==> config.mk <==
export PLATFORM = sky130hd
export DESIGN_NAME = csi_raw_unpacker_flat
export DESIGN_NICKNAME = d
export VERILOG_FILES = /design/src/rtl/csi_pkg.sv /design/src/rtl/csi_raw_unpacker_if.sv /design/src/rtl/csi_raw10_gearbox.sv /design/src/rtl/csi_raw_unpacker.sv /design/src/flat_wrapper.sv
export SDC_FILE = /design/constraint.sdc
export NUM_CORES = 1
export LEC_CHECK = 0
export CORE_MARGIN = 1
export CORE_UTILIZATION = 50
export CTS_CLUSTER_SIZE = 16
export DETAILED_ROUTE_END_ITERATION = 7
export GPL_ROUTABILITY_DRIVEN = 0
export PLACE_DENSITY = 0.72
export SYNTH_ARGS = -nofsm -noshare
export SYNTH_HDL_FRONTEND = slang
export SYNTH_SLANG_ARGS = --single-unit
==> constraint.sdc <==
create_clock -name clock_p -period 3.77 [get_ports clock_p]
set_input_delay 0.754 -clock clock_p [delete_from_list [all_inputs] [get_ports clock_p]]
set_output_delay 0.754 -clock clock_p [all_outputs]
set_load 0.005 [all_outputs]
==> src/rtl/csi_pkg.sv <==
// Shared CSI-2 constants, pixel-group geometry and the unpacker state type.
package csi_pkg;

  localparam logic [5:0] DT_FRAME_START = 6'h00;
  localparam logic [5:0] DT_FRAME_END   = 6'h01;
  localparam logic [5:0] DT_LINE_START  = 6'h02;
  localparam logic [5:0] DT_LINE_END    = 6'h03;
  localparam logic [5:0] DT_RAW8        = 6'h2A;
  localparam logic [5:0] DT_RAW10       = 6'h2B;

  localparam int PIXELS_PER_GROUP = 4;
  localparam int PIXEL_WIDTH      = 10;
  localparam int GROUP_WIDTH      = PIXELS_PER_GROUP * PIXEL_WIDTH;

  typedef enum logic {
    IDLE  = 1'b0,
    FRAME = 1'b1
  } state_e;

  // Widen one RAW8 sample to the 10-bit pixel format.
  function automatic logic [PIXEL_WIDTH-1:0] raw8_pixel(input logic [7:0] b, input bit left_align);
    return left_align ? {b, 2'b00} : {2'b00, b};
  endfunction

endpackage

==> src/rtl/csi_raw_unpacker_if.sv <==
// Receiver-side payload/sync inputs and unpacked pixel-group outputs of the unpacker.
interface csi_raw_unpacker_if #(
  parameter int LINE_COUNT_WIDTH = 16
);
  import csi_pkg::*;

  // Valid-only strobes, no backpressure: image_data_enable and interrupt are
  // single-cycle strobes from the receiver; pixel_valid, line_done and
  // frame_done are single-cycle strobes that the consumer must take when seen.
  logic [31:0]                 image_data;
  logic                        image_data_enable;
  logic [5:0]                  image_data_type;
  logic                        interrupt;
  logic                        frame_start;
  logic                        frame_end;
  logic                        line_start;
  logic                        line_end;

  logic [GROUP_WIDTH-1:0]      pixel_data;
  logic                        pixel_valid;
  logic                        pixel_line_first;
  logic                        pixel_frame_first;
  logic                        line_done;
  logic                        frame_done;
  logic [LINE_COUNT_WIDTH-1:0] line_count;
  logic                        residue_error;
  state_e                      dbg_state;

  modport master (
    output image_data, image_data_enable, image_data_type, interrupt,
           frame_start, frame_end, line_start, line_end,
    input  pixel_data, pixel_valid, pixel_line_first, pixel_frame_first,
           line_done, frame_done, line_count, residue_error, dbg_state
  );

  modport slave (
    input  image_data, image_data_enable, image_data_type, interrupt,
           frame_start, frame_end, line_start, line_end,
    output pixel_data, pixel_valid, pixel_line_first, pixel_frame_first,
           line_done, frame_done, line_count, residue_error, dbg_state
  );

endinterface

==> src/rtl/csi_raw10_gearbox.sv <==
// RAW10 byte buffer: appends 4-byte words and peels off one 5-byte group as 4 pixels.
module csi_raw10_gearbox
  import csi_pkg::*;
(
  input  logic                   clk,
  input  logic                   rst_n,
  input  logic                   push_i,
  input  logic                   flush_i,
  input  logic [31:0]            word_i,
  output logic                   group_valid_o,
  output logic [GROUP_WIDTH-1:0] group_o,
  output logic [3:0]             count_o
);

  // Byte 0 (oldest) lives in bits 7:0; bytes above count_q are kept zero.
  logic [63:0] buf_q, buf_d;
  logic [3:0]  count_q, count_d;
  logic [3:0]  base;
  logic [3:0]  total;
  logic [63:0] held;
  logic [63:0] merged;

  always_comb begin
    base          = flush_i ? 4'd0 : count_q;
    held          = flush_i ? 64'd0 : buf_q;
    merged        = held | ({32'd0, word_i} << {base, 3'b000});
    total         = base + 4'd4;
    group_valid_o = push_i && (total >= 4'd5);
    group_o       = '0;
    for (int i = 0; i < PIXELS_PER_GROUP; i++) begin
      group_o[PIXEL_WIDTH*i +: PIXEL_WIDTH] = {merged[8*i +: 8], merged[32+2*i +: 2]};
    end
    buf_d   = buf_q;
    count_d = count_q;
    if (push_i) begin
      if (total >= 4'd5) begin
        buf_d   = merged >> 40;
        count_d = total - 4'd5;
      end else begin
        buf_d   = merged;
        count_d = total;
      end
    end else if (flush_i) begin
      buf_d   = '0;
      count_d = '0;
    end
  end

  always_ff @(posedge clk or negedge rst_n) begin
    if (!rst_n) begin
      buf_q   <= '0;
      count_q <= '0;
    end else begin
      buf_q   <= buf_d;
      count_q <= count_d;
    end
  end

  assign count_o = count_q;

endmodule

==> src/rtl/csi_raw_unpacker.sv <==
// Frame/line tracker that turns RAW8/RAW10 CSI-2 payload words into registered 4-pixel groups.
module csi_raw_unpacker
  import csi_pkg::*;
#(
  parameter int LINE_COUNT_WIDTH = 16,
  parameter bit RAW8_LEFT_ALIGN  = 1'b1
)(
  input  logic               clock_p,
  input  logic               reset_n,
  csi_raw_unpacker_if.slave  bus
);

  state_e                      state_q, state_d;
  logic [LINE_COUNT_WIDTH-1:0] lc_q, lc_d;
  logic                        res_q, res_d;
  logic                        lfp_q, lfp_d;
  logic                        ffp_q, ffp_d;
  logic                        open_q, open_d;
  logic [5:0]                  pdt_q, pdt_d;
  logic                        pdtv_q, pdtv_d;
  logic [GROUP_WIDTH-1:0]      pix_q, pix_d;
  logic                        pv_q, pv_d;
  logic                        plf_q, plf_d;
  logic                        pff_q, pff_d;
  logic                        ld_q, ld_d;
  logic                        fd_q, fd_d;

  logic                        in_frame, acc, is_raw10, is_raw8;
  logic                        close, count_inc, emit;
  logic                        gb_push, gb_flush, gb_valid;
  logic [GROUP_WIDTH-1:0]      gb_group, raw8_group;
  logic [3:0]                  gb_count;

  csi_raw10_gearbox u_gearbox (
    .clk           (clock_p),
    .rst_n         (reset_n),
    .push_i        (gb_push),
    .flush_i       (gb_flush),
    .word_i        (bus.image_data),
    .group_valid_o (gb_valid),
    .group_o       (gb_group),
    .count_o       (gb_count)
  );

  always_comb begin
    raw8_group = '0;
    for (int i = 0; i < PIXELS_PER_GROUP; i++) begin
      raw8_group[PIXEL_WIDTH*i +: PIXEL_WIDTH] = raw8_pixel(bus.image_data[8*i +: 8], RAW8_LEFT_ALIGN);
    end
  end

  always_comb begin
    state_d   = state_q;
    lc_d      = lc_q;
    res_d     = res_q;
    lfp_d     = lfp_q;
    ffp_d     = ffp_q;
    open_d    = open_q;
    pdt_d     = pdt_q;
    pdtv_d    = pdtv_q;
    pix_d     = pix_q;
    pv_d      = 1'b0;
    plf_d     = 1'b0;
    pff_d     = 1'b0;
    ld_d      = 1'b0;
    fd_d      = 1'b0;
    close     = 1'b0;
    count_inc = 1'b0;
    gb_flush  = 1'b0;
    in_frame  = (state_q == FRAME);
    acc       = in_frame && bus.image_data_enable;
    is_raw10  = (bus.image_data_type == DT_RAW10);
    is_raw8   = (bus.image_data_type == DT_RAW8);
    gb_push   = acc && is_raw10;

    // A data strobe always wins; sync levels only mean something on a short-event cycle.
    if (bus.image_data_enable) begin
      if (in_frame) begin
        if (pdtv_q && (bus.image_data_type != pdt_q)) close = 1'b1;
        pdt_d  = bus.image_data_type;
        pdtv_d = 1'b1;
      end
    end else if (bus.interrupt) begin
      if (in_frame && bus.frame_end) begin
        close     = 1'b1;
        count_inc = open_q;
        fd_d      = 1'b1;
        state_d   = IDLE;
      end else if (bus.frame_start) begin
        state_d  = FRAME;
        lc_d     = '0;
        res_d    = 1'b0;
        ffp_d    = 1'b1;
        lfp_d    = 1'b1;
        open_d   = 1'b0;
        pdtv_d   = 1'b0;
        gb_flush = 1'b1;
      end else if (in_frame && bus.line_end) begin
        close     = 1'b1;
        count_inc = 1'b1;
      end else if (in_frame && bus.line_start) begin
        close = 1'b1;
      end
    end

    if (close) begin
      gb_flush = 1'b1;
      lfp_d    = 1'b1;
      open_d   = 1'b0;
      if (gb_count != 4'd0) res_d = 1'b1;
    end
    if (acc) open_d = 1'b1;

    if (count_inc) begin
      ld_d = 1'b1;
      if (lc_q != '1) lc_d = lc_q + LINE_COUNT_WIDTH'(1);
    end

    // A type-change close in this same cycle re-arms line_first before the group goes out.
    emit = acc && ((is_raw10 && gb_valid) || is_raw8);
    if (emit) begin
      pv_d  = 1'b1;
      plf_d = lfp_d;
      pff_d = ffp_q;
      lfp_d = 1'b0;
      ffp_d = 1'b0;
      pix_d = is_raw10 ? gb_group : raw8_group;
    end
  end

  always_ff @(posedge clock_p or negedge reset_n) begin
    if (!reset_n) begin
      state_q <= IDLE;
      lc_q    <= '0;
      res_q   <= 1'b0;
      lfp_q   <= 1'b0;
      ffp_q   <= 1'b0;
      open_q  <= 1'b0;
      pdt_q   <= '0;
      pdtv_q  <= 1'b0;
      pix_q   <= '0;
      pv_q    <= 1'b0;
      plf_q   <= 1'b0;
      pff_q   <= 1'b0;
      ld_q    <= 1'b0;
      fd_q    <= 1'b0;
    end else begin
      state_q <= state_d;
      lc_q    <= lc_d;
      res_q   <= res_d;
      lfp_q   <= lfp_d;
      ffp_q   <= ffp_d;
      open_q  <= open_d;
      pdt_q   <= pdt_d;
      pdtv_q  <= pdtv_d;
      pix_q   <= pix_d;
      pv_q    <= pv_d;
      plf_q   <= plf_d;
      pff_q   <= pff_d;
      ld_q    <= ld_d;
      fd_q    <= fd_d;
    end
  end

  assign bus.pixel_data        = pix_q;
  assign bus.pixel_valid       = pv_q;
  assign bus.pixel_line_first  = plf_q;
  assign bus.pixel_frame_first = pff_q;
  assign bus.line_done         = ld_q;
  assign bus.frame_done        = fd_q;
  assign bus.line_count        = lc_q;
  assign bus.residue_error     = res_q;
  assign bus.dbg_state         = state_q;

endmodule
==> src/flat_wrapper.sv <==
// flat-port wrapper written by rule: the top's interface ports become plain ports
module csi_raw_unpacker_flat import csi_pkg::*;
#(
  parameter int LINE_COUNT_WIDTH = 16,
  parameter bit RAW8_LEFT_ALIGN  = 1'b1
)
  (clock_p, reset_n, bus_image_data, bus_image_data_enable, bus_image_data_type, bus_interrupt, bus_frame_start, bus_frame_end, bus_line_start, bus_line_end, bus_pixel_data, bus_pixel_valid, bus_pixel_line_first, bus_pixel_frame_first, bus_line_done, bus_frame_done, bus_line_count, bus_residue_error, bus_dbg_state);
  csi_raw_unpacker_if #(.LINE_COUNT_WIDTH(LINE_COUNT_WIDTH)) bus_i ();
  input  logic clock_p;
  input  logic reset_n;
  input wire logic [$bits(bus_i.image_data)-1:0] bus_image_data;
  input wire logic [$bits(bus_i.image_data_enable)-1:0] bus_image_data_enable;
  input wire logic [$bits(bus_i.image_data_type)-1:0] bus_image_data_type;
  input wire logic [$bits(bus_i.interrupt)-1:0] bus_interrupt;
  input wire logic [$bits(bus_i.frame_start)-1:0] bus_frame_start;
  input wire logic [$bits(bus_i.frame_end)-1:0] bus_frame_end;
  input wire logic [$bits(bus_i.line_start)-1:0] bus_line_start;
  input wire logic [$bits(bus_i.line_end)-1:0] bus_line_end;
  output wire logic [$bits(bus_i.pixel_data)-1:0] bus_pixel_data;
  output wire logic [$bits(bus_i.pixel_valid)-1:0] bus_pixel_valid;
  output wire logic [$bits(bus_i.pixel_line_first)-1:0] bus_pixel_line_first;
  output wire logic [$bits(bus_i.pixel_frame_first)-1:0] bus_pixel_frame_first;
  output wire logic [$bits(bus_i.line_done)-1:0] bus_line_done;
  output wire logic [$bits(bus_i.frame_done)-1:0] bus_frame_done;
  output wire logic [$bits(bus_i.line_count)-1:0] bus_line_count;
  output wire logic [$bits(bus_i.residue_error)-1:0] bus_residue_error;
  output wire logic [$bits(bus_i.dbg_state)-1:0] bus_dbg_state;
  assign bus_i.image_data = bus_image_data;
  assign bus_i.image_data_enable = bus_image_data_enable;
  assign bus_i.image_data_type = bus_image_data_type;
  assign bus_i.interrupt = bus_interrupt;
  assign bus_i.frame_start = bus_frame_start;
  assign bus_i.frame_end = bus_frame_end;
  assign bus_i.line_start = bus_line_start;
  assign bus_i.line_end = bus_line_end;
  assign bus_pixel_data = bus_i.pixel_data;
  assign bus_pixel_valid = bus_i.pixel_valid;
  assign bus_pixel_line_first = bus_i.pixel_line_first;
  assign bus_pixel_frame_first = bus_i.pixel_frame_first;
  assign bus_line_done = bus_i.line_done;
  assign bus_frame_done = bus_i.frame_done;
  assign bus_line_count = bus_i.line_count;
  assign bus_residue_error = bus_i.residue_error;
  assign bus_dbg_state = bus_i.dbg_state;
  csi_raw_unpacker #(.LINE_COUNT_WIDTH(LINE_COUNT_WIDTH), .RAW8_LEFT_ALIGN(RAW8_LEFT_ALIGN)) u_core (.clock_p(clock_p), .reset_n(reset_n), .bus(bus_i));
endmodule
# After elaboration in Yosys (flattened, before gate mapping)
# Cells that the tools add are included.
[op_classes]
muxes = 64
eq_ne = 10
n_lt_le_gt_ge = 1
multipliers = 0
n_reduce_logical = 23
shifts = 1
div = 0
bitwise = 2
add_sub_neg = 3
[op_table]
columns = ["cell", "count"]
rows = [
  ["$mux W64", 3],
  ["$mux W16", 6],
  ["$or A64 B64 Y64", 1],
  ["$shl A32 B7 Y64", 1],
  ["$mux W1", 51],
  ["$mux W40", 1],
  ["$add A16 B1 Y16 const B", 1],
  ["$ne A16 B16 Y1 const B", 1],
  ["$eq A6 B6 Y1 const B", 2],
  ["$mux W4", 3],
  ["$reduce_and A4 Y1", 3],
  ["$reduce_bool A2 Y1", 5],
  ["$logic_and A1 B1 Y1", 9],
  ["$ne A2 B1 Y1 const B", 3],
  ["$ne A3 B1 Y1 const B", 2],
  ["$ne A6 B6 Y1", 1],
  ["$reduce_bool A3 Y1", 2],
  ["$add A4 B3 Y4 const B", 1],
  ["$ge A4 B3 Y1 const B", 1],
  ["$reduce_bool A4 Y1", 1],
  ["$sub A4 B3 Y4 const B", 1],
  ["$reduce_and A3 Y1", 1],
  ["$ne A2 B2 Y1 const B", 1],
  ["$reduce_and A2 Y1", 1],
  ["other kinds (2)", 2],
]
[totals]
latchBits = 0
ramBits = 0
romBits = 0
regBits = 141
mem_count = 0

# Logic depth before layout (Yosys ltp)
# Gate-level depths: netlist (run 1).
[logic_depth]
depth_word = 17
depth_mapped = 15
depth_no_buf = 10

# By module
# Synthesis (run 1) repeated with hierarchy kept, for this count alone.
[unflattened]
hier_cells = 904
area_unflattened_um2 = 8533.2
[modules_own_cells]
columns = ["mod", "n_inst", "area_each_um2", "cells_each", "seq_area_each_um2"]
rows = [
  ["csi_raw10_gearbox", 1, 4924.7, 555, 1701.6],
  ["csi_raw_unpacker", 1, 3608.5, 349, 1826.8],
]

# Worst setup path after synthesis (run 1)
# OpenSTA, ideal clock, no wires.
[synth_timing]
path_kind = "input port to flip-flop"
start = "input port bus_line_start"
end = "register u_core.u_gearbox.buf_q[2]"
stages = 14
setup_ns = 0.126
t_required_ns = 3.644
n_path_buf = 4
slack_ns = 0.231
arrival_ns = 3.413
cell_sequence = "or4_4 a311oi_2 a21o_1 buf_4 and2_1 inv_2 buf_2 ha_1 o21ai_4 and3_1 buf_2 buf_4 mux2i_1 a221o_1"
[synth_via]
elab_chain_cells = 13
elab_cells_between_ends = 16
[synth_rtl]
columns = ["element", "line", "rtl"]
rows = [
  ["start: declaration", "flat_wrapper.sv:17", "input wire logic [$bits(bus_i.line_start)-1:0] bus_line_start;"],
  ["$logic_and A1 B1 Y1 *", "csi_raw_unpacker.sv:101", "end else if (in_frame && bus.line_start) begin"],
  ["$mux W1 *", "csi_raw_unpacker.sv:101", ""],
  ["$mux W1 *", "csi_raw_unpacker.sv:98", "end else if (in_frame && bus.line_end) begin"],
  ["$mux W1 *", "csi_raw_unpacker.sv:89", "end else if (bus.frame_start) begin"],
  ["$mux W1 *", "csi_raw_unpacker.sv:84", "if (in_frame && bus.frame_end) begin"],
  ["$mux W1 *", "csi_raw_unpacker.sv:83", "end else if (bus.interrupt) begin"],
  ["$mux W1 *", "csi_raw_unpacker.sv:77", "if (bus.image_data_enable) begin"],
  ["$mux W1 *", "csi_raw_unpacker.sv:106", "if (close) begin"],
  ["$mux W4", "--", ""],
  ["$add A4 B3 Y4 or $shl A32 B7 Y64 (tied branches)", "csi_raw10_gearbox.sv:27, csi_raw10_gearbox.sv:26", ""],
  ["$ge A4 B3 Y1 or $or A64 B64 Y64 (tied branches)", "csi_raw10_gearbox.sv:36, csi_raw10_gearbox.sv:26", ""],
  ["$mux W64", "csi_raw10_gearbox.sv:36", "if (total >= 4'd5) begin"],
  ["$mux W64 *", "csi_raw10_gearbox.sv:35", "if (push_i) begin"],
  ["net u_core.u_gearbox.buf_d[2]", "csi_raw10_gearbox.sv:16", "logic [63:0] buf_q, buf_d;"],
  ["end signal: assignment", "csi_raw10_gearbox.sv:54", "buf_q <= buf_d;"],
  ["end: declaration", "csi_raw10_gearbox.sv:16", ""],
]
# Mark *: on every way through the listed nets, which the timed path passes. The rest lies on a longest branch.
# A chain may end at the register's enable or synchronous reset.

# Worst setup path in the final report (run 1)
[layout_timing]
start = "input port bus_image_data_enable"
end = "register u_core.u_gearbox.buf_q[9]"
[layout_via]
elab_chain_cells = 7
elab_cells_between_ends = 13
[layout_rtl]
columns = ["element", "line", "rtl"]
rows = [
  ["start: declaration", "flat_wrapper.sv:12", "input wire logic [$bits(bus_i.image_data_enable)-1:0] bus_image_data_enable;"],
  ["$mux W1", "csi_raw_unpacker.sv:77", ""],
  ["$mux W1", "csi_raw_unpacker.sv:106", ""],
  ["$mux W4", "--", ""],
  ["$add A4 B3 Y4 or $shl A32 B7 Y64 (tied branches)", "csi_raw10_gearbox.sv:27, csi_raw10_gearbox.sv:26", ""],
  ["$ge A4 B3 Y1 or $or A64 B64 Y64 (tied branches)", "csi_raw10_gearbox.sv:36, csi_raw10_gearbox.sv:26", ""],
  ["$mux W64", "csi_raw10_gearbox.sv:36", ""],
  ["$mux W64 *", "csi_raw10_gearbox.sv:35", ""],
  ["net u_core.u_gearbox.buf_d[9]", "csi_raw10_gearbox.sv:16", ""],
]
# Marks and branches as above.

==> impl_metrics.json, run 1 <==
{
  "layout.filler_cells": 1175,
  "root_buffer_selected_by_cts": "sky130_fd_sc_hd__clkbuf_16",
  "min-delay-path-class": "input port to asynchronous set/reset pin",
  "cts.sinks": 141,
  "ctsResizeCount": 0,
  "synth_top_cells_by_area": "sky130_fd_sc_hd__dfrtp_1, sky130_fd_sc_hd__nand2_1, sky130_fd_sc_hd__nor2_1, sky130_fd_sc_hd__a21oi_1, sky130_fd_sc_hd__a221oi_1",
  "global_route.overflow_total": 0,
  "cpLargestDelayFamily": "compound AO/OA/AOI/OAI gates",
  "netlist.area_leader.share_pct": 45.69,
  "synth_top_cell_by_area": "sky130_fd_sc_hd__dfrtp_1",
  "final.period_utilization_pct": 92.99,
  "power_density_nw_per_um2": 415.7,
  "critPathCaptureType": "register",
  "die_w_um": 126.3,
  "setup_viol_count_final": 0,
  "share_clk_of_total_power_pct": 42.2,
  "max-vdd-ir-drop_mv": 0.3194,
  "crit_fanout": 25,
  "netlist-cell-type-count": 65,
  "synth_area_um2": 7722,
  "yosysSeqAreaShare_pct": 45.69,
  "yosys_most_used_dff": "sky130_fd_sc_hd__dfrtp_1",
  "mean_syn_cell_area_um2": 9.237,
  "run_status": "finished, final reports clean",
  "ys_warns": 0,
  "antenna-diode-count": 0,
  "htree_num_levels": 4,
  "hold_slack_ns": 0.3716,
  "cp_slowest_cell": "sky130_fd_sc_hd__a222oi_1",
  "finalHoldViolations": 0,
  "grtUsageTotal_pct": 32.47,
  "cts_hold_buf": 0,
  "final_cell_count_no_fill": 1164,
  "syn2layout_area_growth_pct": 29.23,
  "max-clock-path-buffers": 2,
  "rows": 45,
  "maxCapViolCount": 0,
  "mostFrequentLayoutCell": "sky130_fd_sc_hd__dfrtp_1",
  "floorplan.io_pins": 109,
  "tightest_slew_ns": 0.9420,
  "internal_power_w": 0.003031,
  "worstPathArrival_ns": 3.79,
  "period_minus_slack_ns": 3.506,
  "first_iter_violations": 935,
  "synth.ff_latch_count": 141,
  "layout_skew_ns": 0.006131,
  "net_count_after_synthesis": 884,
  "total_drc_errors_in_the_routed_layout": 0,
  "synth-edff-count": 0,
  "grt_pass1_wl_um": 39890,
  "comb_power_share_pct": 17.6,
  "start_util_pct": 50.99,
  "fmax_mhz": 285.3,
  "cts-buffers-inserted": 17,
  "cp.buffers_inverters": 4,
  "worst_ep_required_time_ns": 4.05,
  "clk_pin_slew_ns": 0.06,
  "path_cells": "clkdlybuf4s50_1 -> nor2b_1 -> a311oi_2 -> buf_4 -> a21oi_2 -> buf_12 -> buf_4 -> o22ai_1 -> a221o_1 -> a222oi_1 -> a21oi_1",
  "floorplan.die_area_um2": 15950,
  "route.antenna.remaining_nets": 0,
  "syn_inst": 836,
  "grt_setup_unrepaired": "no",
  "routed_wirelength_um": 25050,
  "post_route_core_utilization_pct": 65.89,
  "post_cts_buffers": 0,
  "cp-start-kind": "input port",
  "max_stage_delay_ns": 0.59,
  "pin_count_of_the_biggest_net_entering_global_routing": 87,
  "cts_tree": "yes",
  "worst_path_most_repeated_cell": "sky130_fd_sc_hd__buf_4",
  "timing.setup.critical_path_class": "input port to register",
  "postSynth.asyncResetShare_pct": 100.0,
  "total_leakage_power_nw": 4.265,
  "vias_in_the_first_global_route": 7594,
  "maxSlewHeadroom_pct": 36.97,
  "die_y_um": 126.3,
  "route.detailed.wl_per_inst_um": 21.52,
  "portBuffers": 108,
  "fin_nets": 1011,
  "switching_share_pct": 26.95,
  "p_seq_share_pct": 40.2,
  "core_area_um2": 15150,
  "drive_above_1_share_pct": 13.63,
  "antenna_violations_before_repair": 0,
  "detailedPlacementHpwl_um": 17550,
  "vias_per_cell": 6.635,
  "clock_network_latency_to_the_later_pin_of_the_worst_skew_pair_ns": 0.43,
  "finalMaxSlewViolations": 0,
  "place.detailed.instances": 1132,
  "drt-pass1-iter-count": 6,
  "dr_total_vias": 7723,
  "net_switching_component_of_the_power_w": 0.001118,
  "layout.cells.most_common_list": "sky130_fd_sc_hd__dfrtp_1, sky130_fd_sc_hd__nand2_1, sky130_fd_sc_hd__clkdlybuf4s50_1"
}
## worst paths after layout
check,start,endpoint,slack (ns),cells past startpoint
min in group clock_p,u_core.bus.pixel_data[6],u_core.bus.pixel_data[6],0.48,2
max in group asynchronous,reset_n,u_core.u_gearbox.buf_q[55],2.60,2
worst max register to register,u_core.bus.dbg_state,u_core.u_gearbox.buf_q[9],0.73,10
worst max-delay path,bus_image_data_enable,u_core.u_gearbox.buf_q[9],0.26,11
worst min register to register,u_core.bus.pixel_data[6],u_core.bus.pixel_data[6],0.48,2
worst min-delay path,reset_n,u_core.bus.line_count[3],0.37,1
## synthesized netlist by cell type, types with 7 or more instances
master and number:
sky130_fd_sc_hd__and2_1 7, sky130_fd_sc_hd__nand3_1 23, sky130_fd_sc_hd__a22o_1 11, sky130_fd_sc_hd__xor2_1 13, sky130_fd_sc_hd__o31ai_1 9, sky130_fd_sc_hd__mux2_2 16, sky130_fd_sc_hd__a221oi_1 28, sky130_fd_sc_hd__clkbuf_1 44
sky130_fd_sc_hd__a222oi_1 16, sky130_fd_sc_hd__a221o_1 23, sky130_fd_sc_hd__mux2i_1 19, sky130_fd_sc_hd__a22oi_1 25, sky130_fd_sc_hd__a21oi_1 54, sky130_fd_sc_hd__nand2b_1 7, sky130_fd_sc_hd__a31oi_1 12, sky130_fd_sc_hd__nor2_1 73
sky130_fd_sc_hd__nor2b_1 8, sky130_fd_sc_hd__buf_2 19, sky130_fd_sc_hd__dfrtp_1 141, sky130_fd_sc_hd__nand2_1 114, sky130_fd_sc_hd__inv_1 16, sky130_fd_sc_hd__o21ai_0 48, sky130_fd_sc_hd__and3_1 11
## cell families after synthesis
kind of cell,after synthesis,synth area share (%)
fa+ha+maj,2,0.3240
simple gates,272,15.96
mux,35,4.796
compound gates,285,26.88
flops,141,45.69
buf+inv,85,4.537
xor+xnor,16,1.815
## layout make-up
cell class | instances | area (um2) | share of cell area [%]
repair buffers | 176 | 1668 | 16.71
multi-input cells | 610 | 3864 | 38.72
inverters | 17 | 63.81 | 0.6394
clock inverters | 10 | 136.4 | 1.367
clock buffers | 22 | 484.2 | 4.852
well taps | 188 | 235.2 | 2.357
flip-flops and latches | 141 | 3528 | 35.36
## stage by stage
| step | area, um2 | TNS [ns] | total power, W | setup slack [ns] |
|---|---|---|---|---|
| final | 9980 | 0 | 0.004149 | 0.2644 |
| after global placement | 9359 | 0 | 0.002385 | 0.01856 |
| after CTS | 9980 | 0 | 0.004152 | 0.3461 |
| after global routing | 9980 | 0 | 0.004295 | 0.1969 |
| after detailed placement | 9359 | -0.9700 | 0.002407 | -0.07525 |
| after floorplan | 7722 | 0 | 0.002008 | 0.2311 |
## power by group through the flow
stage	Combinational, W	Sequential (W)	Clock (W)
floorplan	0.000328	0.00168	0
global placement	0.000699	0.00169	0
detailed placement	0.000716	0.00169	0
CTS	0.000721	0.00166	0.00177
global route	0.000785	0.00168	0.00183
finish	0.000732	0.00167	0.00175
## per-layer routing
| metal | global-route usage [%] | share of wire [%] | vias to the layer above |
|---|---|---|---|
| li1 | - | - | 3404 |
| met1 | 41.07 | 39 | 3746 |
| met2 | 52.10 | 47 | 474 |
| met3 | 7.264 | 9.2 | 99 |
| met4 | 17.22 | 4.3 | 0 |
| met5 | 0 | 0 | - |
## registers in the layout, indices dropped and copies added, names as in the netlist
register and flops:
u_core.bus.line_done 1, u_core.bus.residue_error 1, u_core.bus.pixel_valid 1, u_core.bus.pixel_frame_first 1
u_core.u_gearbox.count_o 4, u_core.bus.pixel_data 40, u_core.bus.dbg_state 1, u_core.bus.line_count 16
u_core.open_q 1, u_core.pdt_q 6, u_core.ffp_q 1, u_core.lfp_q 1
u_core.u_gearbox.buf_q 64, u_core.bus.pixel_line_first 1, u_core.bus.frame_done 1, u_core.pdtv_q 1
Power figures use the tool's default switching activity.
==> run 2: changes to the inputs <==
--- a/config.mk
+++ b/config.mk
@@ -5,11 +5,13 @@
 export SDC_FILE = /design/constraint.sdc
 export NUM_CORES = 1
 export LEC_CHECK = 0
+export CORE_ASPECT_RATIO = 0.5
 export CORE_MARGIN = 1
 export CORE_UTILIZATION = 50
 export CTS_CLUSTER_SIZE = 16
 export DETAILED_ROUTE_END_ITERATION = 7
 export GPL_ROUTABILITY_DRIVEN = 0
+export GPL_TIMING_DRIVEN = 0
 export PLACE_DENSITY = 0.72
 export SYNTH_ARGS = -nofsm -noshare
 export SYNTH_HDL_FRONTEND = slang
==> constraint.sdc (replaced) <==
create_clock -name clock_p -period 3.9 [get_ports clock_p]
set_input_delay 0.78 -clock clock_p [delete_from_list [all_inputs] [get_ports clock_p]]
set_output_delay 0.78 -clock clock_p [all_outputs]
set_load 0.005 [all_outputs]
==> run 2 against run 1 <==
The flow now finishes with violations (negative setup slack). Worst hold slack worse by 0.0055 ns. Final cell count up 1.5%. Sequential share of layout area up 0.29 points. Non-clock buffer count up 7. Global-route usage up 3.0 points. Via count up 2.5%. Critical path depth down 2. Design area down 0.81%. Clock power about the same. Critical path type unchanged.
==> impl_metrics.json, run 2 (synthesized netlist as in run 1, its figures left out) <==
{
  "run_status": "complete, but fails checks",
  "failed_checks": "negative setup slack",
  "comb_power_share_pct": 18.2,
  "final.period_utilization_pct": 100.9,
  "global_route.overflow_total": 0,
  "timing.setup.critical_path_class": "input port to register",
  "rr_endpoint": "u_core.u_gearbox.buf_q[8]",
  "internal_power_w": 0.002859,
  "period_minus_slack_ns": 3.936,
  "fmax_mhz": 254.1,
  "grtUsageTotal_pct": 35.44,
  "route.antenna.remaining_nets": 0,
  "fin_total_pwr_w": 0.004059,
  "worstPathArrival_ns": 4.21,
  "total_drc_errors_in_the_routed_layout": 0,
  "crit_fanout": 10,
  "antenna-diode-count": 0,
  "grt_setup_unrepaired": "no",
  "grt_pass1_wl_um": 42640,
  "die_y_um": 89.88,
  "setup.reg_to_reg.worst_slack_ns": 0.36,
  "fin_nets": 1018,
  "cts-buffers-inserted": 17,
  "net_switching_component_of_the_power_w": 0.001200,
  "vias_per_cell": 6.700,
  "die_w_um": 177.8,
  "largest_register_ffs": 64,
  "source_of_the_critical_timing_path": "bus_line_start",
  "registers.top_by_ff_count": "u_core.u_gearbox.buf_q",
  "drive_above_1_share_pct": 10.68,
  "syn2layout_area_growth_pct": 28.18,
  "max-clock-path-buffers": 2,
  "first_iter_violations": 1424,
  "worst_ep_required_time_ns": 4.17,
  "core_area_um2": 14780,
  "htree_num_levels": 4,
  "rows": 31,
  "maxCapViolCount": 0,
  "setup.worst_path.end": "u_core.u_gearbox.buf_q[8]",
  "fin_ws_ns": -0.03582,
  "setup_viol_count_final": 1,
  "routed_wirelength_um": 28000,
  "mostFrequentLayoutCell": "sky130_fd_sc_hd__dfrtp_1",
  "antenna_violations_before_repair": 0,
  "final_cell_count_no_fill": 1181,
  "max-vdd-ir-drop_mv": 0.3352,
  "dr_total_vias": 7913,
  "drt-pass1-iter-count": 7,
  "cp-start-kind": "input port",
  "layout_skew_ns": 0.01442,
  "r2r_cells": 9,
  "route.detailed.wl_per_inst_um": 23.71,
  "post_route_core_utilization_pct": 66.98,
  "cts_hold_buf": 0,
  "finalHoldViolations": 0,
  "finalMaxSlewViolations": 0,
  "pin_count_of_the_biggest_net_entering_global_routing": 77,
  "reg2reg_from": "u_core.bus.dbg_state",
  "root_buffer_selected_by_cts": "sky130_fd_sc_hd__clkbuf_16",
  "floorplan.die_area_um2": 15980,
  "start_util_pct": 52.26,
  "place.detailed.instances": 1143,
  "critPathCaptureType": "register",
  "tightest_slew_ns": 1.017,
  "cts.sinks": 141,
  "maxSlewHeadroom_pct": 31.92,
  "min-delay-path-class": "input port to asynchronous set/reset pin",
  "cts_tree": "yes",
  "floorplan.io_pins": 109,
  "total_leakage_power_nw": 4.134,
  "share_clk_of_total_power_pct": 42.3,
  "detailedPlacementHpwl_um": 19720,
  "clock_network_latency_to_the_later_pin_of_the_worst_skew_pair_ns": 0.43,
  "power_density_nw_per_um2": 410.1,
  "vias_in_the_first_global_route": 7435,
  "tns_ns": -0.03582,
  "p_seq_share_pct": 39.5,
  "portBuffers": 108,
  "switching_share_pct": 29.57,
  "layout.cells.most_common_list": "sky130_fd_sc_hd__dfrtp_1, sky130_fd_sc_hd__nand2_1, sky130_fd_sc_hd__clkdlybuf4s50_1",
  "clk_pin_slew_ns": 0.06
}
run 2: layout make-up:
type	instances	area, um2
timing repair buffer	116	1174
multi-input combinational	610	3934
tap	198	247.7
fill	1226	4880
clock inverter	14	183.9
clock buffer	18	429.2
buffer	67	337.8
sequential	141	3528
inverter	17	63.81
run 2: critical path, stage by stage:
cell and delay, ns:
sky130_fd_sc_hd__clkdlybuf4s50_1 0.43, sky130_fd_sc_hd__or4_4 0.60, sky130_fd_sc_hd__a311oi_4 0.31, sky130_fd_sc_hd__buf_4 0.18, sky130_fd_sc_hd__a21oi_4 0.12, sky130_fd_sc_hd__clkbuf_1 0.30
sky130_fd_sc_hd__a221o_1 0.53, sky130_fd_sc_hd__a222oi_1 0.81, sky130_fd_sc_hd__a21oi_1 0.15
run 2: power by group through the flow:
stage / logic (W) / clock network, W / registers, W
after floorplan: 0.000317 / 0 / 0.00162
after global placement: 0.000664 / 0 / 0.00163
after detailed placement: 0.000678 / 0 / 0.00163
after CTS: 0.000700 / 0.00172 / 0.00160
after global routing: 0.000778 / 0.00179 / 0.00161
final: 0.000739 / 0.00172 / 0.00160
run 2: how the worst min path moves through the flow:
stage / endpoint / slack, ns / depth (start not counted)
after CTS: u_core.bus.frame_done / 0.41 / 1
after floorplan: u_core.open_q / 0.44 / 1
after global placement: u_core.open_q / 0.46 / 1
final: u_core.bus.frame_done / 0.37 / 1
after detailed placement: u_core.open_q / 0.46 / 1
after global routing: u_core.bus.line_count[4] / 0.44 / 1
run 2: timing repair:
| action | 4_1_cts | 5_1_grt |
|---|---|---|
| resized for setup | 16 | 30 |
| setup buffers | 1 | 6 |
| hold endpoints to repair | 0 | 0 |
| pin swaps | 1 | 3 |
| gates cloned | 0 | 0 |
| setup endpoints to repair | 100 | 108 |
run 2: stage by stage:
step,hold WS [ns],cell area [um2],setup WS (ns)
floorplan,0.4411,7722,0.3351
global route,0.4395,9898,0.004410
finish,0.3661,9898,-0.03582
CTS,0.4130,9761,0.02103
detailed placement,0.4580,9080,-1.091
global placement,0.4564,9051,-3.636
run 2: routing by layer:
layer	global-route usage [%]	share of wire [%]	vias to the layer above
met5	0	0	-
met4	12.54	3.7	0
met3	12.06	15	113
met2	48.93	41	580
met1	51.16	41	3801
li1	-	-	3419
==> run 3: changes to the inputs <==
--- a/config.mk
+++ b/config.mk
@@ -13,6 +13,7 @@
 export GPL_ROUTABILITY_DRIVEN = 0
 export GPL_TIMING_DRIVEN = 0
 export PLACE_DENSITY = 0.72
+export REMOVE_ABC_BUFFERS = 1
 export SYNTH_ARGS = -nofsm -noshare
 export SYNTH_HDL_FRONTEND = slang
 export SYNTH_SLANG_ARGS = --single-unit
==> run 3 against run 2 <==
The run ends with design-rule violations left. Routed wire length shrank 4.1%. Maximum frequency grew 2.0%. Setup slack better by 0.078 ns. Sequential power is essentially flat. Clock skew fell by 0.0053 ns. Sequential share of layout area decreased by 0.59 points. Critical path type unchanged. Largest cell class unchanged. Largest power group unchanged.
==> impl_metrics.json, run 3 (synthesized netlist as in run 1, its figures left out) <==
{
  "registers.top_by_ff_count": "u_core.u_gearbox.buf_q",
  "vias_per_cell": 6.826,
  "max-clock-path-buffers": 2,
  "min-delay-path-class": "input port to asynchronous set/reset pin",
  "routed_wirelength_um": 26850,
  "crit_fanout": 9,
  "antenna-diode-count": 0,
  "setup_viol_count_final": 0,
  "fin_ws_ns": 0.04266,
  "grtUsageTotal_pct": 34.09,
  "grt_pass1_wl_um": 41370,
  "tightest_slew_ns": 1.261,
  "worst_ep_required_time_ns": 4.20,
  "layout.cell_area.non_filler_um2": 10070,
  "start_util_pct": 52.26,
  "total_drc_errors_in_the_routed_layout": 4,
  "floorplan.io_pins": 109,
  "root_buffer_selected_by_cts": "sky130_fd_sc_hd__clkbuf_16",
  "floorplan.die_area_um2": 15980,
  "portBuffers": 108,
  "cts.sinks": 141,
  "critPathCaptureType": "register",
  "total_leakage_power_nw": 4.243,
  "setup.reg_to_reg.worst_slack_ns": 0.18,
  "timing.setup.critical_path_class": "input port to register",
  "detailed_place.area_um2": 8931,
  "final.period_utilization_pct": 98.91,
  "core_area_um2": 14780,
  "drive_above_1_share_pct": 12.61,
  "fmax_mhz": 259.2,
  "first_iter_violations": 1158,
  "htree_num_levels": 4,
  "failed_checks": "design-rule violations",
  "period_minus_slack_ns": 3.857,
  "cts_tree": "yes",
  "finalHoldViolations": 0,
  "antenna_violations_before_repair": 1,
  "maxSlewHeadroom_pct": 15.90,
  "vias_in_the_first_global_route": 7217,
  "layout_skew_ns": 0.009151,
  "detailedPlacementHpwl_um": 15220,
  "cp-start-kind": "input port",
  "cts-buffers-inserted": 17,
  "dr_total_vias": 7795,
  "run_status": "complete, but fails checks",
  "power_density_nw_per_um2": 423.6,
  "worstPathArrival_ns": 4.15,
  "layout.cells.most_common_list": "sky130_fd_sc_hd__dfrtp_1, sky130_fd_sc_hd__nand2_1, sky130_fd_sc_hd__clkdlybuf4s50_1",
  "dp_worst_setup_slack_ns": -1.966,
  "grt_setup_unrepaired": "no",
  "largest_register_ffs": 64,
  "die_y_um": 89.88,
  "fin_nets": 982,
  "route.detailed.wl_per_inst_um": 23.51,
  "drt-pass1-iter-count": 8,
  "clock_network_latency_to_the_later_pin_of_the_worst_skew_pair_ns": 0.42,
  "mostFrequentLayoutCell": "sky130_fd_sc_hd__dfrtp_1",
  "maxCapViolCount": 0,
  "rows": 31,
  "global_route.overflow_total": 0,
  "clk_pin_slew_ns": 0.06,
  "pin_count_of_the_biggest_net_entering_global_routing": 90,
  "die_w_um": 177.8,
  "syn2layout_area_growth_pct": 30.41,
  "route.antenna.remaining_nets": 0,
  "finalMaxSlewViolations": 0,
  "max-vdd-ir-drop_mv": 0.2985
}
run 3: report_power, final:
group          switching (W)  internal (W)  total (W)
registers          0.0000633       0.00155    0.00161
logic               0.000446      0.000349   0.000795
clock network       0.000653       0.00121    0.00186
run 3: repair_timing:
item / in CTS / in global routing
setup buffers: 16 / 11
hold buffers: 0 / 0
gates resized for setup: 18 / 14
endpoints found under the setup margin: 113 / 81
gates cloned: 6 / 0
pin swaps: 7 / 4
run 3: layer usage:
layer | up-vias | routed length [um] | GRT usage, %
li1 | 3360 | - | -
met1 | 3748 | 11100 | 48.93
met2 | 599 | 11340 | 47.59
met3 | 88 | 3649 | 11.68
met4 | 0 | 760 | 11.54
met5 | - | 0 | 0
run 3: worst paths after layout:
kind	from	end	cells past startpoint
min in group clock_p	u_core.open_q	u_core.open_q	1
max in group asynchronous	reset_n	u_core.u_gearbox.count_o[0]	2
max	bus_image_data_type[0]	u_core.u_gearbox.buf_q[4]	9
max reg2reg	u_core.u_gearbox.count_o[0]	u_core.u_gearbox.buf_q[4]	7
min reg2reg	u_core.open_q	u_core.open_q	1
min	reset_n	u_core.bus.frame_done	1
run 3: stage by stage:
stage                     utilization, %  setup TNS (ns)  std cells  hold WS (ns)  power, W
final                              68.15               0       1142        0.3064  0.004266
after global routing               68.15               0       1142        0.3409  0.004398
after CTS                          67.15               0       1131        0.3223  0.004225
after detailed placement           60.44         -165.18       1080        0.4597  0.002280
after global placement             59.31        -1024.79       1074        0.4546  0.002230
after floorplan                        -         -222.54        768        0.4411  0.001914
run 3: final cells by class:
type | count | area (um2)
fillers | 1150 | 4707
multi-input cells | 614 | 4055
flip-flops and latches | 141 | 3531
repair buffers | 143 | 1515
clock buffers | 18 | 439.2
well taps | 198 | 247.7
clock inverters | 11 | 216.5
inverters | 17 | 66.31
run 3: critical path, stage by stage:
cell                              delay, ns
sky130_fd_sc_hd__clkdlybuf4s50_1       0.68
sky130_fd_sc_hd__xor2_1                0.29
sky130_fd_sc_hd__nor4_4                0.10
sky130_fd_sc_hd__buf_4                 0.16
sky130_fd_sc_hd__o211ai_1              0.66
sky130_fd_sc_hd__buf_4                 0.34
sky130_fd_sc_hd__mux2_2                0.37
sky130_fd_sc_hd__a221o_1               0.40
sky130_fd_sc_hd__a221o_1               0.36
